==> config.mk <==
export PLATFORM = sky130hd
export DESIGN_NAME = mem_bus_arb3
export DESIGN_NICKNAME = d
export VERILOG_FILES = /design/src/rtl/mem_bus_arb3_pkg.sv /design/src/rtl/mem_arb_rr3.sv /design/src/rtl/mem_bus_arb3.sv
export SDC_FILE = /design/constraint.sdc
export NUM_CORES = 1
export LEC_CHECK = 0
export ABC_AREA = 1
export CAP_MARGIN = 25
export CORE_AREA = 5 5 355 357
export DETAILED_ROUTE_END_ITERATION = 10
export DIE_AREA = 0 0 360 362
export HOLD_SLACK_MARGIN = 0.02
export PLACE_DENSITY = 0.36
export SLEW_MARGIN = 0
export SYNTH_ARGS = -nofsm -noshare
export SYNTH_HDL_FRONTEND = slang
export SYNTH_SLANG_ARGS = --single-unit
==> constraint.sdc <==
create_clock -name clock -period 3.1 [get_ports clock]
set_input_delay 0.93 -clock clock [delete_from_list [all_inputs] [get_ports clock]]
set_output_delay 0.93 -clock clock [all_outputs]
set_load 0.01 [all_outputs]
==> src/rtl/mem_bus_arb3_pkg.sv <==
// Shared codes for the three-way memory bus arbiter: bus opm/OK encodings,
// arbiter FSM state encodings and the round-robin increment helper.
package mem_bus_arb3_pkg;

    // Bus operation codes; READY means the requester is idle.
    localparam logic [4:0] UMEM_OPM_READY = 5'h00;
    localparam logic [4:0] UMEM_OPM_LOAD  = 5'h08;
    localparam logic [4:0] UMEM_OPM_STORE = 5'h10;

    // Bus response codes.
    localparam logic [1:0] UMEM_OK_READY = 2'b00;
    localparam logic [1:0] UMEM_OK_OK    = 2'b01;
    localparam logic [1:0] UMEM_OK_HOLD  = 2'b10;
    localparam logic [1:0] UMEM_OK_FAULT = 2'b11;

    typedef enum logic [1:0] {
        ARB_IDLE   = 2'd0,
        ARB_ACTIVE = 2'd1,
        ARB_DRAIN  = 2'd2
    } arb_state_t;

    localparam logic [1:0] ARB_OWNER_NONE = 2'd3;

    // Next index in the 0 -> 1 -> 2 -> 0 rotation.
    function automatic logic [1:0] rr_inc3(input logic [1:0] x);
        return (x >= 2'd2) ? 2'd0 : x + 2'd1;
    endfunction

endpackage

==> src/rtl/mem_arb_rr3.sv <==
// Combinational 3-way round-robin picker: first set bit of req scanning
// ptr, ptr+1, ptr+2 (mod 3). A ptr of 3 is treated as 0.
module mem_arb_rr3
    import mem_bus_arb3_pkg::*;
(
    input  logic [2:0] req,
    input  logic [1:0] ptr,
    output logic [1:0] idx,
    output logic       valid
);

    logic [1:0] p0;
    logic [1:0] p1;
    logic [1:0] p2;

    // Scan the three candidates in rotation order, lowest offset wins.
    always_comb begin
        p0    = (ptr == 2'd3) ? 2'd0 : ptr;
        p1    = rr_inc3(p0);
        p2    = rr_inc3(p1);
        idx   = 2'd0;
        valid = 1'b1;
        if (req[p0])      idx = p0;
        else if (req[p1]) idx = p1;
        else if (req[p2]) idx = p2;
        else              valid = 1'b0;
    end

endmodule

==> src/rtl/mem_bus_arb3.sv <==
// Three-requester arbiter sharing one 128-bit memory bus port.
//
// Handshake: a requester asks for the bus by driving a non-READY opm and
// holds addr/opm/data stable until it has seen OK on its rqOK; it then drops
// opm to READY. The owner's rqOK mirrors memOK, waiting requesters see HOLD,
// idle ones see READY. A grant is held until the bus returns memOK==READY
// after the owner has dropped opm, so the bus never sees a transaction torn
// between two masters.
module mem_bus_arb3
    import mem_bus_arb3_pkg::*;
#(
    parameter int WDOG_BITS = 12,
    parameter int PRIO_RST  = 0
) (
    input  logic         clock,
    input  logic         reset,
    input  logic [31:0]  rqAddr0,
    input  logic [31:0]  rqAddr1,
    input  logic [31:0]  rqAddr2,
    input  logic [4:0]   rqOpm0,
    input  logic [4:0]   rqOpm1,
    input  logic [4:0]   rqOpm2,
    input  logic [127:0] rqDataOut0,
    input  logic [127:0] rqDataOut1,
    input  logic [127:0] rqDataOut2,
    output logic [127:0] rqDataIn,
    output logic [1:0]   rqOK0,
    output logic [1:0]   rqOK1,
    output logic [1:0]   rqOK2,
    output logic [31:0]  memAddr,
    output logic [4:0]   memOpm,
    output logic [127:0] memDataOut,
    input  logic [127:0] memDataIn,
    input  logic [1:0]   memOK,
    output logic [1:0]   arbOwner,
    output logic         arbWdogFault
);

    // A zero-width counter is not legal; keep one bit and gate it off.
    localparam int WB = (WDOG_BITS > 0) ? WDOG_BITS : 1;

    arb_state_t    state, state_n;
    logic [1:0]    owner, owner_n;
    logic [1:0]    rr_ptr, rr_ptr_n;
    logic [WB-1:0] wdog, wdog_n;

    logic [2:0]    req;
    logic [1:0]    pick_idx;
    logic          pick_valid;
    logic [4:0]    own_opm;
    logic          wd_hit;
    logic [1:0]    fwd_idx;
    logic          fwd_valid;
    logic          bus_fwd;
    logic [1:0]    ok_val;

    assign req = {rqOpm2 != UMEM_OPM_READY,
                  rqOpm1 != UMEM_OPM_READY,
                  rqOpm0 != UMEM_OPM_READY};

    mem_arb_rr3 u_rr (
        .req   (req),
        .ptr   (rr_ptr),
        .idx   (pick_idx),
        .valid (pick_valid)
    );

    // A response of OK in the expiry cycle proves the transaction is alive,
    // so it suppresses the fault.
    assign wd_hit = (WDOG_BITS > 0) && (state != ARB_IDLE) && (&wdog)
                    && (memOK != UMEM_OK_OK);

    assign arbOwner = owner;
    assign rqDataIn = memDataIn;

    // Current owner's opm, used to detect drop and re-assert.
    always_comb begin
        case (owner)
            2'd0:    own_opm = rqOpm0;
            2'd1:    own_opm = rqOpm1;
            2'd2:    own_opm = rqOpm2;
            default: own_opm = UMEM_OPM_READY;
        endcase
    end

    // State register: FSM state, owner, rotation pointer, watchdog.
    always_ff @(posedge clock) begin
        if (reset) begin
            state  <= ARB_IDLE;
            owner  <= ARB_OWNER_NONE;
            rr_ptr <= 2'(PRIO_RST);
            wdog   <= '0;
        end else begin
            state  <= state_n;
            owner  <= owner_n;
            rr_ptr <= rr_ptr_n;
            wdog   <= wdog_n;
        end
    end

    // Next-state logic: grant, drop/drain, release and watchdog expiry.
    always_comb begin
        state_n  = state;
        owner_n  = owner;
        rr_ptr_n = rr_ptr;
        wdog_n   = wdog;
        if (state != ARB_IDLE)
            wdog_n = (memOK == UMEM_OK_OK) ? '0 : wdog + WB'(1);
        case (state)
            ARB_IDLE: begin
                if (pick_valid) begin
                    state_n = ARB_ACTIVE;
                    owner_n = pick_idx;
                    wdog_n  = '0;
                end
            end
            ARB_ACTIVE: begin
                if (wd_hit) begin
                    state_n = ARB_DRAIN;
                    wdog_n  = '0;
                end else if (own_opm == UMEM_OPM_READY) begin
                    if (memOK == UMEM_OK_READY) begin
                        state_n  = ARB_IDLE;
                        owner_n  = ARB_OWNER_NONE;
                        rr_ptr_n = rr_inc3(owner);
                    end else begin
                        state_n = ARB_DRAIN;
                    end
                end
            end
            ARB_DRAIN: begin
                if (wd_hit) begin
                    wdog_n = '0;
                end else if (own_opm != UMEM_OPM_READY) begin
                    // Owner keeps the bus: no re-arbitration.
                    state_n = ARB_ACTIVE;
                end else if (memOK == UMEM_OK_READY) begin
                    state_n  = ARB_IDLE;
                    owner_n  = ARB_OWNER_NONE;
                    rr_ptr_n = rr_inc3(owner);
                end
            end
            default: begin
                state_n = ARB_IDLE;
                owner_n = ARB_OWNER_NONE;
            end
        endcase
    end

    // Output logic: forward the winner/owner to the bus and route responses.
    always_comb begin
        memOpm       = UMEM_OPM_READY;
        memAddr      = '0;
        memDataOut   = '0;
        arbWdogFault = 1'b0;
        rqOK0        = req[0] ? UMEM_OK_HOLD : UMEM_OK_READY;
        rqOK1        = req[1] ? UMEM_OK_HOLD : UMEM_OK_READY;
        rqOK2        = req[2] ? UMEM_OK_HOLD : UMEM_OK_READY;
        fwd_idx      = ARB_OWNER_NONE;
        fwd_valid    = 1'b0;
        bus_fwd      = 1'b0;
        ok_val       = wd_hit ? UMEM_OK_FAULT : memOK;
        if (reset) begin
            rqOK0 = UMEM_OK_READY;
            rqOK1 = UMEM_OK_READY;
            rqOK2 = UMEM_OK_READY;
        end else begin
            case (state)
                ARB_IDLE: begin
                    fwd_idx   = pick_idx;
                    fwd_valid = pick_valid;
                    bus_fwd   = pick_valid;
                end
                ARB_ACTIVE: begin
                    fwd_idx   = owner;
                    fwd_valid = 1'b1;
                    bus_fwd   = !wd_hit;
                end
                ARB_DRAIN: begin
                    fwd_idx   = owner;
                    fwd_valid = 1'b1;
                end
                default: ;
            endcase
            if (bus_fwd) begin
                case (fwd_idx)
                    2'd0: begin memAddr = rqAddr0; memOpm = rqOpm0; memDataOut = rqDataOut0; end
                    2'd1: begin memAddr = rqAddr1; memOpm = rqOpm1; memDataOut = rqDataOut1; end
                    2'd2: begin memAddr = rqAddr2; memOpm = rqOpm2; memDataOut = rqDataOut2; end
                    default: ;
                endcase
            end
            if (fwd_valid) begin
                case (fwd_idx)
                    2'd0:    rqOK0 = ok_val;
                    2'd1:    rqOK1 = ok_val;
                    2'd2:    rqOK2 = ok_val;
                    default: ;
                endcase
            end
            arbWdogFault = wd_hit;
        end
    end

endmodule

[Yosys cells after proc, flatten, opt, wreduce, memory -nomap -nowiden]
Index checks and enable logic that the tools add are counted.
Word-level totals
  logic and storage cells: 121
  output and inout port bits: 302
  register bits: 18
  input bits: 627
Cells by class
  equality and inequality tests: 16
  $add $sub $neg: 4
  reductions and logical operators: 19
  muxes and demuxes: 72
  magnitude comparators: 6
Operators by type and width (count)
  128-bit case mux with 3 select lines: 1
  128-bit two-way mux: 2
  32-bit case mux with 3 select lines: 1
  2-bit two-way mux: 39
  32-bit two-way mux: 2
  12-bit two-way mux: 4
  5-bit case mux with 3 select lines: 2
  12-bit case mux with 2 select lines: 1
  5-bit nonzero test: 4
  12-bit by 1-bit adder with 12-bit output, second input constant: 1
  2-bit case mux with 3 select lines: 2
  12-bit AND reduction: 1
  5-bit two-way mux: 2
  2-bit inequality test, second input constant: 5
  5-bit AND reduction: 2
  2-bit by 3-bit < comparator with 1-bit output, second input constant: 3
  1-bit two-way mux: 9
  2-bit by 1-bit equality test with 1-bit output, second input constant: 4
  2-bit equality test, second input constant: 4
  2-bit zero test: 4
  2-bit case mux with 2 select lines: 2
  2-bit by 1-bit adder with 2-bit output, second input constant: 3
  1-bit binary-select mux with 2-bit select: 3
  2-bit >= comparator, second input constant: 3
  9 further kinds: 13

[Depth between registers and ports, before layout]
Gate-level depths: netlist of the first run.
  depth after elaboration: 17
  mapped depth: 18

[Modules after synthesis]
From an unflattened synthesis of the first run, not the netlist that was laid out.
Unflattened totals
  cell total of the unflattened synthesis: 1113
  area total of the unflattened synthesis: 5760.5 um^2
By module, submodules not included
  mem_bus_arb3: instances 1, cells an instance 1073, sequential area each 360.3 um^2, area each 5549.1 um^2
  mem_arb_rr3: instances 1, cells an instance 40, sequential area each 0.0 um^2, area each 211.5 um^2

[Worst setup path after synthesis of the first run]
No wires, ideal clock.
  path kind: in2out
  start: input port rqOpm0[2]
  end: output port memDataOut[100]
  path slack: -0.174 ns
  cell stages on the path: 13
  data required time: 2.170 ns
  data arrival time: 2.344 ns
  path through: nor2_1 > nand4_1 > nand3_1 > nand2_1 > nor2_1 > nand2_1 > nand3_2 > nand2_2 > a21oi_2 > buf_4 > buf_4 > nand2_1 > inv_1
On the way
  cells in the longest elaborated chain, start to end: 12
  elaborated cells on any way between the ends: 23
  those cells by class: 2 x eq/ne; 19 x mux; 2 x reduce/logical
RTL lines
  start, declared: RTL line mem_bus_arb3.sv:20  | input logic [4:0] rqOpm0,
  5-bit nonzero test *: RTL line mem_bus_arb3.sv:59  | rqOpm0 != UMEM_OPM_READY};
  1-bit binary-select mux with 2-bit select: RTL line mem_arb_rr3.sv:25  | else if (req[p2]) idx = p2;
  1-bit two-way mux (not written as such): RTL line mem_arb_rr3.sv:25
  2-bit two-way mux: RTL line mem_arb_rr3.sv:25
  2-bit two-way mux: RTL line mem_arb_rr3.sv:24  | else if (req[p1]) idx = p1;
  2-bit two-way mux: RTL line mem_arb_rr3.sv:23  | if (req[p0]) idx = p0;
  2-bit case mux with 2 select lines: RTL line mem_bus_arb3.sv:168  | case (state)
  2-bit two-way mux: RTL line mem_bus_arb3.sv:163  | if (reset) begin
  2-bit equality test, or another cell as far along: RTL line mem_bus_arb3.sv:186  | case (fwd_idx)
  128-bit case mux with 3 select lines: RTL line mem_bus_arb3.sv:186
  128-bit two-way mux *: RTL line mem_bus_arb3.sv:185  | if (bus_fwd) begin
  128-bit two-way mux *: RTL line mem_bus_arb3.sv:163
  end, declared: RTL line mem_bus_arb3.sv:32  | output logic [127:0] memDataOut,
Mark *: on every way between the ends. The rest lies on a longest branch, timed or not. The select of a mux whose other input is x is not followed.

[Worst setup path in the final report of the first run]
  start: input port rqOpm2[3]
  end: output port memDataOut[52]
On the way
  cells in the longest elaborated chain, start to end: 12
  elaborated cells on any way between the ends: 23
  those cells by class: 2 x eq/ne; 19 x mux; 2 x reduce/logical
RTL lines
  start, declared: RTL line mem_bus_arb3.sv:22  | input logic [4:0] rqOpm2,
  5-bit nonzero test *: RTL line mem_bus_arb3.sv:57  | assign req = {rqOpm2 != UMEM_OPM_READY,
  1-bit binary-select mux with 2-bit select: RTL line mem_arb_rr3.sv:25
  1-bit two-way mux (not written as such): RTL line mem_arb_rr3.sv:25
  2-bit two-way mux: RTL line mem_arb_rr3.sv:25
  2-bit two-way mux: RTL line mem_arb_rr3.sv:24
  2-bit two-way mux: RTL line mem_arb_rr3.sv:23
  2-bit case mux with 2 select lines: RTL line mem_bus_arb3.sv:168
  2-bit two-way mux: RTL line mem_bus_arb3.sv:163
  2-bit equality test, or another cell as far along: RTL line mem_bus_arb3.sv:186
  128-bit case mux with 3 select lines: RTL line mem_bus_arb3.sv:186
  128-bit two-way mux *: RTL line mem_bus_arb3.sv:185
  128-bit two-way mux *: RTL line mem_bus_arb3.sv:163
Marked as above.

==> results of run 1 <==
## layout by cell type, fill, tap and decap left out, types with 29 or more instances in the layout
| cell | n |
|---|---|
| nor2_1 | 29 |
| nand4_1 | 336 |
| nand3_1 | 244 |
| buf_2 | 72 |
| inv_2 | 80 |
| buf_8 | 34 |
| buf_16 | 34 |
| nand2_2 | 62 |
| buf_4 | 163 |
| nand3_2 | 96 |
| inv_1 | 110 |
| clkdlybuf4s50_1 | 483 |
| nand2_1 | 131 |
| buf_12 | 83 |
| buf_6 | 146 |
## layout make-up
class / count / area share
clock buffers: 4 / 0.004167
flip-flops and latches: 18 / 0.01690
inverters: 198 / 0.03662
multi-input cells: 1003 / 0.2968
well taps: 1637 / 0.09607
repair buffers: 1045 / 0.5472
diodes: 19 / 0.002230
## worst max path at each step
stage          startpoint               to  slack (ns)  cells after the start
6_report        rqOpm2[3]   memDataOut[52]       -0.92                     17
5_1_grt         rqOpm2[3]  memDataOut[126]       -1.04                     19
4_1_cts         rqOpm2[0]   memDataOut[52]       -1.01                     18
3_5_place_dp    rqOpm2[4]       memAddr[1]       -1.89                     15
3_3_place_gp    rqOpm1[2]   memDataOut[14]       -1.84                     15
2_1_floorplan   rqOpm2[1]  memDataOut[100]       -0.14                     13
## metrics by stage
stage,area [um^2],setup WS [ns]
after floorplan,8377,-0.1360
after global placement,17330,-1.845
after detailed placement,17330,-1.888
after CTS,20010,-1.012
after global routing,21290,-1.041
final,21320,-0.9192
## report_power, final
group          switching (W)  internal (W)  leakage, nW
Sequential         0.0000183      0.000264        0.146
Clock               0.000102      0.000197       0.0443
Combinational         0.0154        0.0141         9.63
## worst max-delay path, stage by stage
cell	delay (ns)
buf_6	0.10
nor2_4	0.08
nand3b_1	0.20
nand3_2	0.15
nand2_2	0.09
nor2_2	0.09
nand2_2	0.07
nand3_4	0.12
buf_6	0.19
buf_16	0.14
buf_4	0.13
buf_4	0.13
nand4_1	0.24
nand3_2	0.16
nand2_2	0.06
inv_2	0.06
buf_12	0.11
## timing repair
| item | 4_1_cts | 5_1_grt |
|---|---|---|
| hold buffers | 0 | 0 |
| pin swaps | 135 | 165 |
| gates cloned | 35 | 14 |
| buffers inserted | 101 | 37 |
| gates resized for setup | 762 | 494 |
| setup endpoints to repair | 172 | 172 |
## sequential cells by signal (all words and copies together), names as in the netlist
register and flops:
arbOwner 2, rr_ptr 2, state 2, wdog 12
## per-layer routing
| layer | GRT usage | vias up | part of all wire |
|---|---|---|---|
| met2 | 0.2444 | 743 | 0.48 |
| met1 | 0.1634 | 6882 | 0.40 |
| met5 | 0 | - | 0.0018 |
| met4 | 0.03637 | 30 | 0.029 |
| li1 | - | 6717 | - |
| met3 | 0.05387 | 231 | 0.090 |
## logic make-up after synthesis
kind of cell,count (synthesis)
AND/OR/NAND/NOR,962
buffers and inverters,489
AO/OA/AOI/OAI,28
flip-flops,18
adder cells (fa/ha/maj),7
XOR/XNOR,6
==> impl_metrics.env, run 1 <==
export IMPL_status="finished with violations"
export IMPL_violations="negative setup slack"
export IMPL_multiInputGateArea_um2=6327
export IMPL_worst_hold_path_num_cells=2
export IMPL_synth_top_family_by_area="simple AND/OR/NAND/NOR gates"
export IMPL_rsz0062_at_grt="true"
export IMPL_areaGrowthSynthToFinish_pct=162.8
export IMPL_clk_latency_ns=0.26
export IMPL_setup_viol=171
export IMPL_drt_initial_drc_count=979
export IMPL_synth_compound_area_frac=0.01882
export IMPL_drive_gt1_frac=0.3823
export IMPL_clock_path_buffers=2
export IMPL_required_ns=2.17
export IMPL_drt_wl_total_um=99120
export IMPL_synth_top_cell_by_area="nand4_1"
export IMPL_placed_cells=3732
export IMPL_synth_xor_area_frac=0.006478
export IMPL_fp_dieArea_um2=130300
export IMPL_root_buffer="clkbuf_16"
export IMPL_gp_congestion=0.8271
export IMPL_synth_cell_type_count=30
export IMPL_max_freq_mhz=248.8
export IMPL_vias=14603
export IMPL_core_area_um2=122700
export IMPL_cts_buffers=3
export IMPL_netlist_top_cells_count="nand3_1, nand4_1, nand2_1"
export IMPL_p_leak_nw=9.822
export IMPL_startpoint_type="input pin"
export IMPL_seq_area_um2=360.3
export IMPL_grt_overflow_total=0
export IMPL_track_usage=0.1410
export IMPL_pin_count=929
export IMPL_r2r_start="rr_ptr[0]$_SDFFE_PP0P_"
export IMPL_end_kind="output port"
export IMPL_synth_nets=2144
export IMPL_ant_nets=0
export IMPL_power_w=0.02999
export IMPL_cts_tree="done"
export IMPL_fin_crit_sh=1.297
export IMPL_port_buffers=672
export IMPL_critPathArrivalTime_ns=3.09
export IMPL_synth_area_mux_share=0
export IMPL_syn_area_um2=8112
export IMPL_yosysTopAreaCellShare=0.2591
export IMPL_synth_ff_type="dfxtp_1"
export IMPL_stdcell_count=3924
export IMPL_fin_util=0.1738
export IMPL_synth_seq_cells=18
export IMPL_crit_fanout=5
export IMPL_yosys_area_share_simple=0.6076
export IMPL_drc=0
export IMPL_p_per_area_nw_per_um2=1407
export IMPL_min_to="wdog[10]$_SDFF_PP0_"
export IMPL_synth_avg_cell_area_um2=5.372
export IMPL_yosysMostFrequentCell="nand3_1"
export IMPL_wire_per_inst_um=25.26
export IMPL_tightest_slew_ns=0.6486
export IMPL_timing_final_ws_setup_ns=-0.9192
export IMPL_layout_nets=2903
export IMPL_grt_pass1_vias=14946
export IMPL_die_w_um=360
export IMPL_worst_hold_slack_ns=0.5271
export IMPL_tns_ns=-130.67
export IMPL_final_hold_viol_count=0
export IMPL_yosysWarnings=0
export IMPL_grt_pass1_wl_um=128800
export IMPL_grt_start_max_net_pins=77
export IMPL_synth_edf_count=0
export IMPL_clkSinkCount=18
export IMPL_row_count=129
export IMPL_drv_slew=0
export IMPL_fin_crit_ns=4.019
export IMPL_via_per_inst=3.721
export IMPL_hold_class="reg2reg"
export IMPL_yosys_area_share_adder=0.01080
export IMPL_reg2reg_slack_ns=1.02
export IMPL_clk_pin_slew_ns=0.06
export IMPL_slew_headroom=0.5636
export IMPL_ys_seq_area_frac=0.04442
export IMPL_synthArstFlopShare=0
export IMPL_initial_core_util=0.06613
export IMPL_worst_r2r_cell_count=13
export IMPL_vdd_ir_drop_max_mv=0.5358
export IMPL_skew_ns=0.004154
export IMPL_synthCells=1510
export IMPL_nFillCells=13970
export IMPL_synth_area_leaders="nand4_1, nand3_1, buf_4"
export IMPL_hp_start="wdog[10]$_SDFF_PP0_"
export IMPL_place_hpwl_um=76710
export IMPL_antenna_found_initial=91
export IMPL_worstSetupPathType="in2out"
export IMPL_rr_endpoint="wdog[7]$_SDFF_PP0_"
export IMPL_ctsHtreeMaxLevel=1
export IMPL_die_height_um=362
export IMPL_maxCapViolCount=0
export IMPL_drt_pre_antenna_iters=7
No activity file was read; power rests on OpenSTA's default activity.
==> inputs of run 2 (changes only) <==
Settings changed: ABC_AREA 1 to not set, CORE_AREA 5 5 355 357 to 5 5 361 363, DIE_AREA 0 0 360 362 to 0 0 366 368, PLACE_DENSITY 0.36 to 0.33.
==> run 2 against run 1 <==
- the run still ends with negative setup slack left
- core utilization is 2.0 points lower
- routed wire length is 2.4% lower
- worst hold slack worse by 0.0086 ns
- largest cell class unchanged
- first-iteration DRC count is 34% lower
- area after synthesis is 30% lower
- worst setup slack worse by 0.39 ns
- critical endpoint is now memDataOut[113]
==> impl_metrics.env, run 2 <==
export IMPL_status="finished with violations"
export IMPL_violations="negative setup slack"
export IMPL_crit_path_start="rqOpm0[3]"
export IMPL_vias=11048
export IMPL_fp_dieArea_um2=134700
export IMPL_synth_area_leaders="a22oi_1, buf_4, a21oi_1"
export IMPL_place_hpwl_um=80530
export IMPL_via_per_inst=3.245
export IMPL_die_w_um=366
export IMPL_cts_buffers=3
export IMPL_clock_path_buffers=2
export IMPL_synthCells=900
export IMPL_final_hold_viol_count=0
export IMPL_synth_avg_cell_area_um2=6.317
export IMPL_ctsHtreeMaxLevel=1
export IMPL_track_usage=0.1339
export IMPL_clk_pin_slew_ns=0.06
export IMPL_yosysTopAreaCellShare=0.2126
export IMPL_layout_nets=2356
export IMPL_synthArstFlopShare=0
export IMPL_wire_per_inst_um=28.42
export IMPL_gp_congestion=0.8598
export IMPL_port_buffers=672
export IMPL_worstSetupPathType="in2out"
export IMPL_final_area_um2=19440
export IMPL_layout_common_cells="clkdlybuf4s50_1, buf_4, nand3_1"
export IMPL_pin_count=929
export IMPL_grt_start_max_net_pins=40
export IMPL_ys_seq_area_frac=0.06338
export IMPL_hold_class="reg2reg"
export IMPL_cts_tree="done"
export IMPL_startpoint_type="input pin"
export IMPL_synth_ff_type="dfxtp_1"
export IMPL_r2r_start="state[1]$_SDFFE_PP0P_"
export IMPL_synth_edf_count=0
export IMPL_core_area_um2=126700
export IMPL_root_buffer="clkbuf_16"
export IMPL_critPathArrivalTime_ns=3.48
export IMPL_p_per_area_nw_per_um2=1050
export IMPL_synth_top_cell_by_area="a22oi_1"
export IMPL_ant_nets=0
export IMPL_rr_endpoint="wdog[6]$_SDFF_PP0_"
export IMPL_grt_pass1_wl_um=120600
export IMPL_fin_crit_ns=4.408
export IMPL_synth_nets=1534
export IMPL_antenna_found_initial=89
export IMPL_areaGrowthSynthToFinish_pct=242.0
export IMPL_drt_initial_drc_count=647
export IMPL_placed_cells=3222
export IMPL_yosysWarnings=0
export IMPL_reg2reg_slack_ns=0.78
export IMPL_grt_overflow_total=0
export IMPL_die_height_um=368
export IMPL_tightest_slew_ns=0.4463
export IMPL_vdd_ir_drop_max_mv=0.5558
export IMPL_drive_gt1_frac=0.4991
export IMPL_maxCapViolCount=0
export IMPL_yosysMostFrequentCell="a21oi_1"
export IMPL_drt_wl_total_um=96780
export IMPL_grt_pass1_vias=11437
export IMPL_setup_viol=171
export IMPL_drc=0
export IMPL_crit_fanout=5
export IMPL_clk_latency_ns=0.26
export IMPL_fin_crit_sh=1.422
export IMPL_slew_headroom=0.7025
export IMPL_timing_final_ws_setup_ns=-1.308
export IMPL_largest_register_ff_count=12
export IMPL_p_leak_nw=6.969
export IMPL_syn_area_um2=5685
export IMPL_row_count=131
export IMPL_post_dp_cell_area_um2=15960
export IMPL_rsz0062_at_grt="true"
export IMPL_drt_pre_antenna_iters=4
export IMPL_skew_ns=0.007628
export IMPL_pre_cts_slack_ns=-2.160
export IMPL_clkSinkCount=18
export IMPL_final_common_cell="clkdlybuf4s50_1"
export IMPL_crit_path_end="memDataOut[113]"
export IMPL_stdcell_count=3405
export IMPL_regMostFlops="wdog"
export IMPL_synth_cell_type_count=47
export IMPL_netlist_top_cells_count="a21oi_1, nand3_1, a22oi_1"
export IMPL_drv_slew=0
export IMPL_worst_r2r_cell_count=11
export IMPL_initial_core_util=0.04487
export IMPL_synth_seq_cells=18
export IMPL_required_ns=2.17
export IMPL_end_kind="output port"
export IMPL_cts_hold_buf=0
export IMPL_max_freq_mhz=226.9
==> run 2: cell count changes after synthesis, moves of 40 or more <==
cell / delta
a22oi_1: +161
nand3_1: -183
a21oi_1: +159
buf_2: -40
nand2_1: -200
inv_1: -186
nand4_1: -334
==> run 2: timing repair <==
item                                    in CTS  in global routing
setup buffers                               92                 76
gates resized for setup                    746                274
cloned                                      19                  6
endpoints found under the setup margin     172                172
pin swaps                                   66                108
==> run 2: how the worst min path moves through the flow <==
stage | start | endpoint | slack [ns] | depth (start not counted)
5_1_grt | rr_ptr[0]$_SDFFE_PP0P_ | rr_ptr[0]$_SDFFE_PP0P_ | 0.54 | 2
3_3_place_gp | rr_ptr[0]$_SDFFE_PP0P_ | rr_ptr[0]$_SDFFE_PP0P_ | 0.52 | 2
3_5_place_dp | rr_ptr[0]$_SDFFE_PP0P_ | rr_ptr[0]$_SDFFE_PP0P_ | 0.51 | 2
4_1_cts | rr_ptr[0]$_SDFFE_PP0P_ | rr_ptr[0]$_SDFFE_PP0P_ | 0.52 | 2
2_1_floorplan | wdog[1]$_SDFF_PP0_ | wdog[1]$_SDFF_PP0_ | 0.46 | 2
6_report | rr_ptr[0]$_SDFFE_PP0P_ | rr_ptr[0]$_SDFFE_PP0P_ | 0.52 | 2
==> run 2: cell type report <==
class / count / area [um^2]
multi-input combinational: 647 / 5643
sequential: 18 / 360.3
timing repair buffer: 1044 / 11190
tap: 1662 / 2079
antenna: 22 / 55.05
fill: 14354 / 107300
clock buffer: 4 / 88.84
inverter: 8 / 30.03
==> run 2: metal layers <==
layer  GRT usage  wire length [um]
met4     0.03833              2739
met2      0.2248             46260
met1      0.1427             35480
met3     0.07830             12060
met5           0               241
==> run 2: stage by stage <==
stage | utilization | total power [W] | TNS [ns] | hold slack [ns]
2_1_floorplan | - | 0.005993 | -104.16 | 0.4556
3_3_place_gp | 0.1260 | 0.01493 | -307.20 | 0.5184
3_5_place_dp | 0.1260 | 0.01478 | -293.08 | 0.5105
4_1_cts | 0.1424 | 0.01899 | -204.93 | 0.5220
5_1_grt | 0.1533 | 0.02166 | -208.93 | 0.5428
6_report | 0.1535 | 0.02042 | -191.61 | 0.5185
==> run 2: report_power, final <==
| part | switching [W] | internal, W | total, W |
|---|---|---|---|
| sequential | 0.0000175 | 0.000256 | 0.000274 |
| clock | 0.000106 | 0.000197 | 0.000303 |
| combinational | 0.00987 | 0.00998 | 0.0198 |
| total | 0.00999 | 0.0104 | 0.0204 |
==> run 2: logic make-up (layout without fill, tap and decap cells) <==
| family | count (synthesis) | count (layout) | share of synthesized area |
|---|---|---|---|
| AO/OA/AOI/OAI | 387 | 387 | 0.4410 |
| AND/OR/NAND/NOR | 241 | 241 | 0.2119 |
| buffers and inverters | 235 | 1056 | 0.2493 |
| flip-flops | 18 | 18 | 0.06338 |
| XOR/XNOR | 10 | 10 | 0.01541 |
| adder cells (fa/ha/maj) | 7 | 7 | 0.01540 |
| multiplexers | 2 | 2 | 0.003521 |
| other | 0 | 22 | 0 |
==> run 2: critical path: stages <==
cell and delay [ns]:
buf_6 0.09, or4b_4 0.52, o22ai_4 0.23, a41oi_4 0.16
a211oi_4 0.30, buf_12 0.15, buf_16 0.15, buf_12 0.15
buf_12 0.13, buf_16 0.11, buf_8 0.11, a22oi_2 0.07
a21oi_2 0.19, buf_2 0.16
